==> config.mk <==
export PLATFORM = sky130hd
export DESIGN_NAME = full_adder_flat
export DESIGN_NICKNAME = d
export VERILOG_FILES = /design/src/rtl/full_adder_pkg.sv /design/src/rtl/full_adder_if.sv /design/src/rtl/full_adder_cell.sv /design/src/rtl/full_adder.sv /design/src/flat_wrapper.sv
export SDC_FILE = /design/constraint.sdc
export NUM_CORES = 1
export LEC_CHECK = 0
export CAP_MARGIN = 0
export CORE_AREA = 2 2 39 41
export CTS_BUF_LIST = sky130_fd_sc_hd__clkbuf_16
export DETAILED_ROUTE_END_ITERATION = 8
export DIE_AREA = 0 0 41 43
export PLACE_DENSITY = 0.65
export SETUP_SLACK_MARGIN = 0.15
export SYNTH_ARGS = -nofsm -noshare
export SYNTH_HDL_FRONTEND = slang
export SYNTH_HIERARCHICAL = 1
export SYNTH_SLANG_ARGS = --single-unit
==> constraint.sdc <==
create_clock -name clk -period 0.8 [get_ports clk]
set_input_delay 0.08 -clock clk [delete_from_list [all_inputs] [get_ports clk]]
set_output_delay 0.08 -clock clk [all_outputs]
set_load 0.01 [all_outputs]
==> src/rtl/full_adder_pkg.sv <==
// Shared constants and golden-sum helper for the registered ripple-carry adder.
// Used by full_adder, its interface and verification code.
package full_adder_pkg;

  localparam int FA_MAX_WIDTH = 64;

  // Exact (FA_MAX_WIDTH+1)-bit sum; callers zero-extend narrower operands and keep [WIDTH:0].
  function automatic logic [FA_MAX_WIDTH:0] fa_ref(input logic [FA_MAX_WIDTH-1:0] a,
                                                   input logic [FA_MAX_WIDTH-1:0] b,
                                                   input logic                    cin);
    return {1'b0, a} + {1'b0, b} + {{FA_MAX_WIDTH{1'b0}}, cin};
  endfunction

endpackage

==> src/rtl/full_adder_if.sv <==
// Operand/result bundle for full_adder. The ovf signal exists only when
// FULL_ADDER_OVF_EN is defined.
interface full_adder_if #(
  parameter int WIDTH = 4
);
  import full_adder_pkg::*;

  logic             in_valid;
  logic [WIDTH-1:0] a;
  logic [WIDTH-1:0] b;
  logic             cin;
  logic             out_valid;
  logic [WIDTH-1:0] sum;
  logic             cout;
`ifdef FULL_ADDER_OVF_EN
  logic             ovf;
`endif

  modport master (
    output in_valid, a, b, cin,
    input  out_valid, sum, cout
`ifdef FULL_ADDER_OVF_EN
    , input ovf
`endif
  );

  modport slave (
    input  in_valid, a, b, cin,
    output out_valid, sum, cout
`ifdef FULL_ADDER_OVF_EN
    , output ovf
`endif
  );

endinterface

==> src/rtl/full_adder_cell.sv <==
// One-bit combinational full-adder cell: sum and majority carry.
module fa_cell (
  input  logic a,
  input  logic b,
  input  logic ci,
  output logic s,
  output logic co
);

  assign s  = a ^ b ^ ci;
  assign co = (a & b) | (a & ci) | (b & ci);

endmodule

==> src/rtl/full_adder.sv <==
// Registered WIDTH-bit ripple-carry adder built from fa_cell instances.
// Define FULL_ADDER_OVF_EN to add the registered signed-overflow output.
module full_adder
  import full_adder_pkg::*;
#(
  parameter int WIDTH = 4
) (
  input  logic         clk,
  input  logic         rst,
  full_adder_if.slave  bus
);

  if (WIDTH < 1 || WIDTH > FA_MAX_WIDTH) begin : g_bad_width
    $error("full_adder: WIDTH %0d outside 1..%0d", WIDTH, FA_MAX_WIDTH);
  end

  logic [WIDTH:0]   c;
  logic [WIDTH-1:0] s;

  assign c[0] = bus.cin;

  for (genvar gi = 0; gi < WIDTH; gi++) begin : g_cell
    fa_cell u_cell (
      .a  (bus.a[gi]),
      .b  (bus.b[gi]),
      .ci (c[gi]),
      .s  (s[gi]),
      .co (c[gi+1])
    );
  end

  logic [WIDTH-1:0] sum_q, sum_d;
  logic             cout_q, cout_d;
  logic             valid_q, valid_d;

  // Loads are gated by in_valid so idle-cycle X/Z on the operands never reaches the registers.
  always_comb begin
    sum_d   = sum_q;
    cout_d  = cout_q;
    valid_d = bus.in_valid;
    if (bus.in_valid) begin
      sum_d  = s;
      cout_d = c[WIDTH];
    end
  end

  always_ff @(posedge clk or posedge rst) begin
    if (rst) begin
      sum_q   <= '0;
      cout_q  <= 1'b0;
      valid_q <= 1'b0;
    end else begin
      sum_q   <= sum_d;
      cout_q  <= cout_d;
      valid_q <= valid_d;
    end
  end

  assign bus.sum       = sum_q;
  assign bus.cout      = cout_q;
  assign bus.out_valid = valid_q;

`ifdef FULL_ADDER_OVF_EN
  logic ovf_q, ovf_d;

  // Signed overflow: carry into the sign bit differs from carry out of it.
  always_comb begin
    ovf_d = ovf_q;
    if (bus.in_valid) begin
      ovf_d = c[WIDTH] ^ c[WIDTH-1];
    end
  end

  always_ff @(posedge clk or posedge rst) begin
    if (rst) begin
      ovf_q <= 1'b0;
    end else begin
      ovf_q <= ovf_d;
    end
  end

  assign bus.ovf = ovf_q;
`endif

endmodule

==> src/flat_wrapper.sv <==
// flat-port wrapper written by rule: the top's interface ports become plain ports
module full_adder_flat import full_adder_pkg::*;
#(
  parameter int WIDTH = 4
)
  (clk, rst, bus_in_valid, bus_a, bus_b, bus_cin, bus_out_valid, bus_sum, bus_cout);
  full_adder_if #(.WIDTH(WIDTH)) bus_i ();
  input  logic clk;
  input  logic rst;
  input wire logic [$bits(bus_i.in_valid)-1:0] bus_in_valid;
  input wire logic [$bits(bus_i.a)-1:0] bus_a;
  input wire logic [$bits(bus_i.b)-1:0] bus_b;
  input wire logic [$bits(bus_i.cin)-1:0] bus_cin;
  output wire logic [$bits(bus_i.out_valid)-1:0] bus_out_valid;
  output wire logic [$bits(bus_i.sum)-1:0] bus_sum;
  output wire logic [$bits(bus_i.cout)-1:0] bus_cout;
  assign bus_i.in_valid = bus_in_valid;
  assign bus_i.a = bus_a;
  assign bus_i.b = bus_b;
  assign bus_i.cin = bus_cin;
  assign bus_out_valid = bus_i.out_valid;
  assign bus_sum = bus_i.sum;
  assign bus_cout = bus_i.cout;
  full_adder #(.WIDTH(WIDTH)) u_core (.clk(clk), .rst(rst), .bus(bus_i));
endmodule
==> results.md, run 1 <==
Critical path:
- Data on the critical path arrives at its endpoint at 1.93 ns.
- The stage delay of the slowest cell on the critical path is 0.40 ns.
- The worst setup path is captured at a flip-flop.
- On the critical path, the stage with the largest delay is an instance of sky130_fd_sc_hd__fa_2.
- The family with the most delay on the worst path is adder cells.
- Traced cell by cell, the critical path runs through buf_6 > fa_2 > fa_2 > fa_2 > fa_2 > mux2_4.
- The data required time of the worst path is 0.90 ns.
- By instance count, the cell type seen most on the critical path is sky130_fd_sc_hd__fa_2.
- STA classifies the critical path startpoint as an input port.
- The type of the worst setup path is in2reg.
- The maximum net fanout on the critical path is 1.
- Counting both buffers and inverters, the worst setup path holds a total of 1.
- The first element of the critical path is bus_a[0].
- The startpoint of the most critical register-to-register path is u_core/bus.sum[3].

Routing:
- The met1 layer wirelength in the final routing is 271 um.
- The detailed-route vias per instance is 3.92.
- The total met2 wirelength after detailed routing is 285 um.
- After detailed routing, the met3 layer carries 104 um of wire.
- Once detail routing completed, the nets flagged for antenna violations numbered 0.
- In this run the top signal layer used is met3.
- The detailed router finished its first iteration with 0 violations.
- Summing over every cut layer, the via total after detailed routing is 204.
- For this run, the detailed router's first-pass iteration total came to 1.
- The routed length per placed instance is 12.7 um.
- In the routed design, unresolved DRC markers number 0.
- The routed design has 661 um of wire.

Floorplan:
- The number of rows created at floorplan is 14.
- The number of ports placed on the die boundary is 18.
- The area of the core is 1380 um^2.
- The initial core utilization is 0.210.
- The floorplan step defined a die boundary enclosing 1760 um^2.
- The die height is 43 um.
- The width of the die is 41 um.

Timing:
- Setup violations remaining at the end of the flow were counted as 9.
- The maximum clock frequency is 0.546 GHz.
- Setup total negative slack on the finished layout was measured at -3.09 ns.
- The largest clock skew in the final design is 0 ns.
- The worst hold slack is 0.0887 ns.
- Setup repair after global routing could not meet its margin everywhere.
- At the pin with the least slew margin, the transition time is 0.326 ns.
- After layout, the worst setup slack is -1.03 ns.
- The ratio of final minimum period to clock period is 2.29.
- The worst relative slew slack is 0.783.
- Counting I/O delays and the setup requirement, the final critical path takes 1.83 ns.
- The hold violation total from the final report is 0.
- The number of slew-limit violations in the final report was 0.

Cells and area:
- The number of antenna diodes in the final layout is 0.
- For this run, the share of the core covered by cells in the final layout is 0.393.
- The fraction of final layout cells sized beyond drive strength 1 is 0.583.
- With fillers left out, the area of the finished cells amounts to 544 um^2.
- After the last flow step, the layout net total stands at 54.
- From synthesis to final layout, the design area changed by 87.5%.
- Leaving out filler cells and counting taps, the final layout contains 52.

Synth:
- For this run, asynchronously set or reset flops after synthesis account for 1.00.
- In the post-synthesis netlist, the cell with the most instances is sky130_fd_sc_hd__dfrtp_1.
- The number of nets in the synthesized netlist is 32.
- For this run, the leading register cell type out of synthesis is sky130_fd_sc_hd__dfrtp_1.
- The number of warnings reported in the yosys synthesis log is 6.
- After technology mapping, the gate count stands at 16.
- The library cell with the largest summed area after synthesis is sky130_fd_sc_hd__dfrtp_1.
- The mean cell area of the mapped netlist is 18.1 um^2.
- Counting distinct cell types in the post-synthesis netlist gives 4.
- Yosys mapped a number of flops with a built-in enable equal to 0.
- Sorting the synthesized cells by area gives the leading types as sky130_fd_sc_hd__dfrtp_1 (52%), sky130_fd_sc_hd__fa_1 (28%), sky130_fd_sc_hd__mux2_2 (19%).
- The commonest cells after synthesis are sky130_fd_sc_hd__dfrtp_1 (6), sky130_fd_sc_hd__mux2_2 (5), sky130_fd_sc_hd__fa_1 (4), sky130_fd_sc_hd__inv_1 (1).
- Of the synthesized area, sequential elements account for 0.517.
- The cell area after synthesis is 290 um^2.
- The flip-flop and latch count after synthesis is 6.
- The fraction of synthesized cell area taken by the top area cell type is 0.517.

Global routing:
- Entering global routing, the biggest net connects 7 pins.
- The combined global-route utilization of all metal layers is 0.0906.
- The number of global-route vias before repair is 254.
- The first-pass GRT wire length is 1040 um.
- The initial antenna violation count was 0.
- After global routing the overflow that remains totals 0.

Clock tree:
- Clock tree synthesis inserted a total of 3 buffers.
- The clock-pin slew of the registers on the worst-case setup and hold paths is 0.03 ns.
- The clock network latency to the later pin of the worst-skew pair is 0.22 ns.
- The tree built by TritonCTS fans out to 6 sinks.
- The maximum root-to-sink buffer count is 2.
- The depth of the CTS H-tree is 1.
- The CTS root buffer is sky130_fd_sc_hd__clkbuf_16.
- TritonCTS built the clock tree.

Placement:
- Summing all placed instances gives a cell area of 490 um^2.
- Once placement completed, the tool counted placed cells totaling 49.
- At the placement stage, the worst setup path has a slack of -1.67 ns.
- The routability-driven placement congestion ratio is 0.576.
- During placement, the flow inserted port buffers numbering 17.

Outcome:
- The flow ran to the end, but the final reports show violations.
- The final reports fail on negative setup slack.

Power and ir drop:
- IR analysis of the VDD net gives a maximum drop of 1.41 mV.
- The design draws 1.45 mW.
- In this run the static leakage power is 0.250 nW.
- Dividing total power by cell area gives a power density of 2670 nW/um^2.

Flow run:
- The max-cap check violation count is 0.

Hold path:
- The class of the tightest hold or removal check is in2async.
-- path summary, 6_finish.rpt --
path / cells past startpoint / slack [ns] / to
max reg2reg: 1 / 0.05 / u_core/bus.sum[3]
min in group clk: 3 / 0.28 / u_core/bus.sum[0]
min reg2reg: 1 / 0.50 / u_core/bus.sum[2]
max in group asynchronous: 2 / 0.52 / u_core/bus.sum[0]
min: 2 / 0.09 / u_core/bus.sum[2]
max: 6 / -1.03 / u_core/bus.sum[3]
-- sequential cells by signal, indices dropped and copies added, names as in the netlist --
name,flops
u_core/bus.out_valid,1
u_core/bus.sum,4
u_core/bus.cout,1
-- cell type report --
class,count,area [um^2]
timing repair buffer,17,134
fill,140,840
sequential,6,150
tap,16,20.0
inverter,1,3.75
multi-input combinational,9,161
clock buffer,3,75.1
-- timing repair --
item                                   CTS  global route
hold buffers                             0             0
setup endpoints to repair               11            11
setup buffers                            0             0
endpoints found under the hold margin    0             0
resized for setup                       41             4
cloned                                   0             0
pin swaps                                4             4
-- where the power goes --
group | switching (mW) | internal, mW
sequential | 0.0257 | 0.362
combinational | 0.111 | 0.168
clock | 0.148 | 0.640
-- logic make-up (layout without fill, tap and decap cells) --
| group | count (synthesis) | in the layout | synth area share |
|---|---|---|---|
| flip-flops | 6 | 6 | 0.517 |
| multiplexers | 5 | 5 | 0.194 |
| buffers and inverters | 1 | 21 | 0.0129 |
| adder cells (fa/ha/maj) | 4 | 4 | 0.276 |
-- placed cells by master, fill, tap and decap left out, drive strengths merged --
| master | count |
|---|---|
| dlygate4sd2 | 3 |
| fa | 4 |
| dfrtp | 6 |
| inv | 1 |
| mux2 | 5 |
| clkbuf | 3 |
| clkdlybuf4s50 | 5 |
| buf | 9 |
-- metal layers --
layer,up-vias,global-route usage
met5,-,0
met4,0,0.0200
met3,0,0.0524
met2,18,0.128
met1,94,0.118
li1,92,-
Note: power is estimated with default switching activity, not from simulation.
==> inputs of run 2 (changes only) <==
Settings changed: ABC_CLOCK_PERIOD_IN_PS from default to 1900, PLACE_DENSITY 0.65 to 0.63, TNS_END_PERCENT from default to 1.
Clock period 0.8 ns to 1.9 ns, I/O delays scaled along.
==> run 2 against run 1 <==
The run still ends with negative setup slack left. Via count up 0.98%. Global-route usage grew 0.80 points. Clock skew is the same. First-iteration DRC count rose by 1. Register-to-register slack better by 1.1 ns. Sequential power decreased by 58%. Hold slack gained 0.094 ns. Die area unchanged. Clock-buffer cell count did not move. Setup slack gained 1.0 ns. Sequential share of layout area decreased by 1.3 points. Critical endpoint unchanged.
==> results.md, run 2 (synthesized netlist as in run 1, its figures left out) <==
Power and ir drop:
- The proportion of power drawn by combinational gates is 0.210 (+0.018).
- The share of power burned in registers is 0.257 (-0.009).
- The internal power summed over all cells came to 0.511 mW (-56%).
- The worst IR drop on VDD is 0.464 mV (-67%).
- The net switching share of the total power is 0.199 (+0.00261).
- The power density of the placed cells is 1120 nW/um^2 (-58%).
- The static leakage is 0.236 nW (-5.5%).
- The power dissipated by switching net loads came to 0.127 mW (-56%).
- The part of the total power dissipated in the clock network is 0.533 (-0.009).

Floorplan:
- The number of rows created at floorplan was 14 (unchanged).
- The initial core utilization is 0.210 (unchanged).
- The full die area is 1760 um^2 (unchanged).
- The width of the die is 41 um (unchanged).
- The number of ports placed on the die boundary is 18 (unchanged).
- The die height came to 43 um (unchanged).
- The area of the core is 1380 um^2 (unchanged).

Routing:
- The initial DRC count is 1 (+1).
- The iteration count of the initial detailed-routing pass was 2 (+1).
- The number of vias after detailed routing came to 206 (+0.98%).
- The remaining routing DRC violations was 0 (unchanged).
- The final wirelength is 650 um (-1.7%).
- The routed length per placed instance is 12.5 um (-1.7%).
- The count of antenna-violating nets left after detailed routing is 0 (unchanged).
- The detailed-route vias per instance is 3.96 (+0.98%).

Clock tree:
- The clock-pin slew of the registers on the worst-case setup and hold paths is 0.03 ns (about the same).
- The maximum root-to-sink buffer count is 2 (unchanged).
- In this run the clock root is driven by a sky130_fd_sc_hd__clkbuf_16.
- The CTS tree is done.
- The number of buffers inserted to repair setup after CTS came to 0 (unchanged).
- The count of clock tree sinks is 6 (unchanged).
- The number of buffers added by the clock tree synthesis step came to 3 (unchanged).
- The clock network latency to the later pin of the worst-skew pair is 0.23 ns (about the same).
- The number of buffers inserted by hold repair at cts is 0 (unchanged).
- The depth of the CTS H-tree is 1 (unchanged).

Cells and area:
- The net total in the final layout came to 54 (unchanged).
- The antenna diode count was 0 (unchanged).
- The most common cell after layout, fill and taps aside is sky130_fd_sc_hd__clkdlybuf4s50_1.
- The flip-flop count of the largest register after layout is 4 (unchanged).
- The layout filler cell count is 132 (-5.7%).
- The fraction of final layout cells sized beyond drive strength 1 is 0.417 (-0.167).
- The layout overhead on the synthesized area is 97.0%.
- The top cell types in the final layout, fill and taps aside, are sky130_fd_sc_hd__clkdlybuf4s50_1 (13), sky130_fd_sc_hd__dfrtp_1 (6), sky130_fd_sc_hd__mux2_2 (4), sky130_fd_sc_hd__fa_2 (4).

Timing:
- The slew at the pin with the worst max-slew slack was 0.283 ns (-0.0428 ns).
- The number of slew-limit violations in the final report is 0 (unchanged).
- The number of failing setup endpoints in the final timing report is 1 (-8).
- Setup repair after global routing could not meet its margin everywhere.
- The hold violation total from the final report was 0 (unchanged).
- Timing would allow up to 0.518 GHz.
- The setup slack after layout is -0.0316 ns (+0.999 ns).
- The ratio of final minimum period to clock period is 1.02.
- The worst relative slew slack is 0.811 (+0.0279).
- The largest clock skew in the final design is 0 ns (unchanged).
- After layout, the minimum clock period comes to 1.93 ns.
- The setup TNS is -0.0316 ns (+3.05 ns).

Critical path:
- The arrival time of data at the critical path endpoint was 2.04 ns (+0.11 ns).
- The type of the worst setup path is in2reg.
- The startpoint class of the critical path is an input port.
- The data required time of the worst path was 2.01 ns (+1.11 ns).
- The setup slack on the worst flop-to-flop path is 1.14 ns (+1.09 ns).
- In this run the critical register-to-register path is launched from u_core/bus.sum[3].
- STA classifies the critical path endpoint as a flip-flop.
- The maximum net fanout on the critical path is 1 (unchanged).
- The first element of the critical path is bus_a[0].

Outcome:
- The checks that failed: negative setup slack.
- The run finished, with violations left.

Global routing:
- The combined global-route utilization of all metal layers came to 0.0987 (+0.00805).
- The initial antenna violation count was 0 (unchanged).
- The first-pass GRT wire length is 1050 um (+1.3%).
- The number of global-route vias before repair is 239 (-5.9%).
- The total congestion overflow came to 0 (unchanged).
- The maximum number of pins on one net before global-route repair is 7 (unchanged).

Placement:
- The worst setup timing slack at the placement stage is -0.661 ns (+1.00 ns).
- The routability-driven placement congestion ratio is 0.580 (+0.71%).
- The count of input and output buffers is 17 (unchanged).

Flow run:
- The max-cap check violation count was 0 (unchanged).

Hold path:
- The class of the tightest hold or removal check is in2async.
[run 2: power groups by stage]
| stage | sequential (mW) | combinational, mW | clock [mW] |
|---|---|---|---|
| global route | 0.168 | 0.148 | 0.350 |
| floorplan | 0.176 | 0.0349 | 0 |
| global placement | 0.164 | 0.128 | 0 |
| finish | 0.164 | 0.134 | 0.340 |
| CTS | 0.165 | 0.136 | 0.345 |
| detailed placement | 0.165 | 0.132 | 0 |
[run 2: area by class of cell]
cell class | count | area (um^2) | area share
multi-input combinational | 9 | 150 | 0.263
inverter | 1 | 3.75 | 0.00656
tap | 16 | 20.0 | 0.0350
sequential | 6 | 150 | 0.263
timing repair buffer | 17 | 173 | 0.302
clock buffer | 3 | 75.1 | 0.131
[run 2: what timing repair did]
item	CTS	global route
endpoints found under the hold margin	0	0
resized for setup	17	1
pin swaps	4	4
setup endpoints to repair	3	2
[run 2: worst paths after layout]
| kind | to | depth (start not counted) |
|---|---|---|
| max in group asynchronous | u_core/bus.sum[3] | 2 |
| worst max-delay path | u_core/bus.sum[3] | 6 |
| worst min-delay path | u_core/bus.sum[0] | 2 |
| worst max register to register | u_core/bus.sum[3] | 1 |
| min in group clk | u_core/bus.sum[0] | 3 |
| worst min register to register | u_core/bus.sum[2] | 1 |
[run 2: worst max-delay path: stages]
cell and delay, ns:
sky130_fd_sc_hd__buf_6 0.09, sky130_fd_sc_hd__fa_2 0.38, sky130_fd_sc_hd__fa_2 0.36, sky130_fd_sc_hd__fa_2 0.34
sky130_fd_sc_hd__fa_2 0.40, sky130_fd_sc_hd__mux2_4 0.26
[run 2: per-stage QoR]
step           hold slack [ns]  instance area, um^2   util  instances  power, mW
2_1_floorplan          -0.0190                  298      -         16      0.211
3_3_place_gp             0.419                  488  0.353         49      0.292
3_5_place_dp             0.416                  488  0.353         49      0.297
4_1_cts                  0.190                  566  0.409         52      0.646
5_1_grt                  0.213                  572  0.413         52      0.666
6_report                 0.182                  572  0.413         52      0.638
[run 2: metal layers]
metal | wire length (um) | track usage | vias to the layer above
met5 | 0 | 0 | -
met4 | 21 | 0.0800 | 0
met3 | 122 | 0.0576 | 2
met2 | 275 | 0.128 | 20
met1 | 231 | 0.111 | 91
li1 | - | - | 93
==> inputs of run 3 (changes only) <==
Settings changed: SKIP_CTS_REPAIR_TIMING from default to 1.
==> run 3 against run 2 <==
The flow still finishes with violations (negative setup slack). Sequential share of layout area grew 0.058 points. Maximum frequency shrank 1.9%. Clock-buffer cell count unchanged. First-iteration DRC count is the same. Wire length rose by 0.62%. Hold slack is essentially flat. Total power decreased by 0.16%. Sequential cell count is the same. Critical path type unchanged. Largest cell class unchanged.
==> results.md, run 3 (synthesized netlist as in run 1, its figures left out) <==
Global routing:
- The combined global-route utilization of all metal layers is 0.0946 (-0.00407).
- The maximum number of pins on one net before global-route repair came to 7 (unchanged).
- The total congestion overflow is 0 (unchanged).
- The first-pass GRT wire length came to 1010 um (-3.2%).
- The number of global-route vias before repair came to 241 (+0.84%).
- The global routing stage identified its most utilized layer as met2.
- The initial antenna violation count is 0 (unchanged).
- The global routing met2 resource utilization is 0.128 (unchanged).
- The routing usage on met1 came to 0.0973 (-0.0134).
- The met3 track utilization from global routing is 0.0576 (unchanged).

Timing:
- The number of failing setup endpoints in the final timing report is 1 (unchanged).
- The slew at the pin with the worst max-slew slack is 0.283 ns (+0.0000312 ns).
- The worst relative slew slack is 0.811 (about the same).
- Setup repair after global routing could not meet its margin everywhere.
- The largest clock skew in the final design is 0 ns (unchanged).
- The worst hold slack came to 0.182 ns (-0.000154 ns).
- The ratio of final minimum period to clock period is 1.04 (+0.0192).
- The minimum clock period after layout was 1.97 ns (+0.0366 ns).
- The setup TNS was -0.0681 ns (-0.0366 ns).
- The maximum clock frequency is 0.508 GHz (-1.9%).
- The setup slack after layout is -0.0681 ns (-0.0366 ns).
- The hold violation total from the final report is 0 (unchanged).
- The number of slew-limit violations in the final report came to 0 (unchanged).

Clock tree:
- The CTS tree is done.
- The number of buffers added by the clock tree synthesis step is 3 (unchanged).
- The clock-pin slew of the registers on the worst-case setup and hold paths came to 0.03 ns (about the same).
- The clock network latency to the later pin of the worst-skew pair is 0.23 ns (about the same).
- The count of clock tree sinks is 6 (unchanged).
- The depth of the CTS H-tree is 1 (unchanged).
- Clock tree synthesis selected as its root buffer the cell sky130_fd_sc_hd__clkbuf_16.
- The maximum root-to-sink buffer count came to 2 (unchanged).

Power and ir drop:
- The internal power summed over all cells was 0.510 mW (-0.23%).
- The share of power burned in registers came to 0.257 (about the same).
- The power density of the placed cells is 1120 nW/um^2 (about the same).
- The net switching share of the total power is 0.199 (+0.000573).
- The static leakage is 0.249 nW (+5.5%).
- The part of the total power dissipated in the clock network is 0.534 (about the same).
- The proportion of power drawn by combinational gates is 0.209 (about the same).
- The worst IR drop on VDD came to 0.463 mV (-0.27%).
- The power dissipated by switching net loads is 0.127 mW (+0.13%).

Cells and area:
- The fraction of final layout cells sized beyond drive strength 1 is 0.389 (-0.0278).
- The antenna diode count came to 0 (unchanged).
- The flip-flop count of the largest register after layout is 4 (unchanged).
- The layout overhead on the synthesized area is 96.6%.
- The library cells used most frequently in the layout, excluding fill and tap cells, are sky130_fd_sc_hd__clkdlybuf4s50_1 (13), sky130_fd_sc_hd__dfrtp_1 (6), sky130_fd_sc_hd__mux2_2 (4), sky130_fd_sc_hd__fa_2 (4), sky130_fd_sc_hd__clkbuf_16 (3).
- The most common cell after layout, fill and taps aside is sky130_fd_sc_hd__clkdlybuf4s50_1.
- The net total in the final layout is 54 (unchanged).
- The final cell utilization of the core is 0.412 (-0.000904).
- The count of non-filler cells in the finished layout is 52 (unchanged).

Critical path:
- The type of the worst setup path is in2reg.
- The endpoint of the worst register-to-register path is u_core/bus.sum[3].
- Traced cell by cell, the critical path runs through buf_6 > fa_2 > fa_2 > fa_2 > fa_2 > mux2_4.
- The startpoint of the most critical register-to-register path is u_core/bus.sum[3].
- The family with the most delay on the worst path is adder cells.
- The buffering stage count on the worst path with inverters included is 1 (unchanged).
- The cell occurring most often along the worst timing path is sky130_fd_sc_hd__fa_2.
- STA classifies the critical path startpoint as an input port.
- The setup slack on the worst flop-to-flop path was 1.14 ns (about the same).
- The stage delay of the slowest cell on the critical path is 0.43 ns (+0.03 ns).
- The maximum net fanout on the critical path came to 1 (unchanged).
- The data required time of the worst path came to 2.01 ns (about the same).
- Among all stages on the critical path, the largest delay is contributed by sky130_fd_sc_hd__fa_2.
- The endpoint kind of the worst setup timing path is a flip-flop.
- The arrival time of data at the critical path endpoint is 2.08 ns (+0.04 ns).
- The number of cells on the worst reg-to-reg path is 1 (unchanged).

Placement:
- The worst setup timing slack at the placement stage is -0.661 ns (unchanged).
- The total instance count after detailed placement was 49 (unchanged).
- The count of input and output buffers was 17 (unchanged).
- The routability-driven placement congestion ratio is 0.580 (unchanged).

Floorplan:
- The full die area is 1760 um^2 (unchanged).
- The area of the core is 1380 um^2 (unchanged).
- The width of the die is 41 um (unchanged).
- The number of ports placed on the die boundary is 18 (unchanged).
- The number of rows created at floorplan is 14 (unchanged).
- The die height came to 43 um (unchanged).
- The initial core utilization is 0.210 (unchanged).

Routing:
- The iteration count of the initial detailed-routing pass came to 2 (unchanged).
- The number of vias after detailed routing was 206 (unchanged).
- The detailed-route vias per instance is 3.96 (unchanged).
- The routed length per placed instance came to 12.6 um (+0.62%).
- The count of antenna-violating nets left after detailed routing is 0 (unchanged).
- The final wirelength came to 654 um (+0.62%).
- The remaining routing DRC violations came to 0 (unchanged).
- The initial DRC count is 1 (unchanged).

Outcome:
- The run finished, with violations left.
- The checks that failed: negative setup slack.

Flow run:
- The max-cap check violation count is 0 (unchanged).

Hold path:
- The path class of the tightest hold or removal check is in2async.
==> run 3: routing by layer <==
metal	wire length [um]	vias to the layer above	share of wire
met5	0	-	0
met4	21	0	0.032
met3	122	2	0.19
met2	272	20	0.42
met1	237	91	0.36
li1	-	93	-
==> run 3: worst max path at each step <==
stage / end / cells past startpoint / start
after detailed placement: u_core/bus.sum[3] / 6 / bus_a[0]
after global routing: u_core/bus.sum[3] / 6 / bus_cin
after CTS: u_core/bus.sum[3] / 6 / bus_a[0]
after global placement: u_core/bus.sum[3] / 6 / bus_a[0]
after floorplan: u_core/bus.sum[3] / 5 / bus_a[0]
final: u_core/bus.sum[3] / 6 / bus_cin
==> run 3: power by group through the flow <==
stage,Combinational [mW],Clock [mW],Sequential (mW)
after floorplan,0.0349,0,0.176
after global placement,0.128,0,0.164
after detailed placement,0.132,0,0.165
after CTS,0.133,0.345,0.164
after global routing,0.148,0.350,0.168
final,0.133,0.340,0.164
==> run 3: layout make-up <==
type,instances,area (um^2)
inverters,1,3.75
multi-input cells,9,150
repair buffers,17,171
fillers,128,813
well taps,16,20.0
clock buffers,3,75.1
flip-flops and latches,6,150
==> run 3: through the flow <==
step	total power [mW]	cell area, um^2
after floorplan	0.211	298
after global placement	0.292	488
after detailed placement	0.297	488
after CTS	0.642	563
after global routing	0.665	571
final	0.637	571
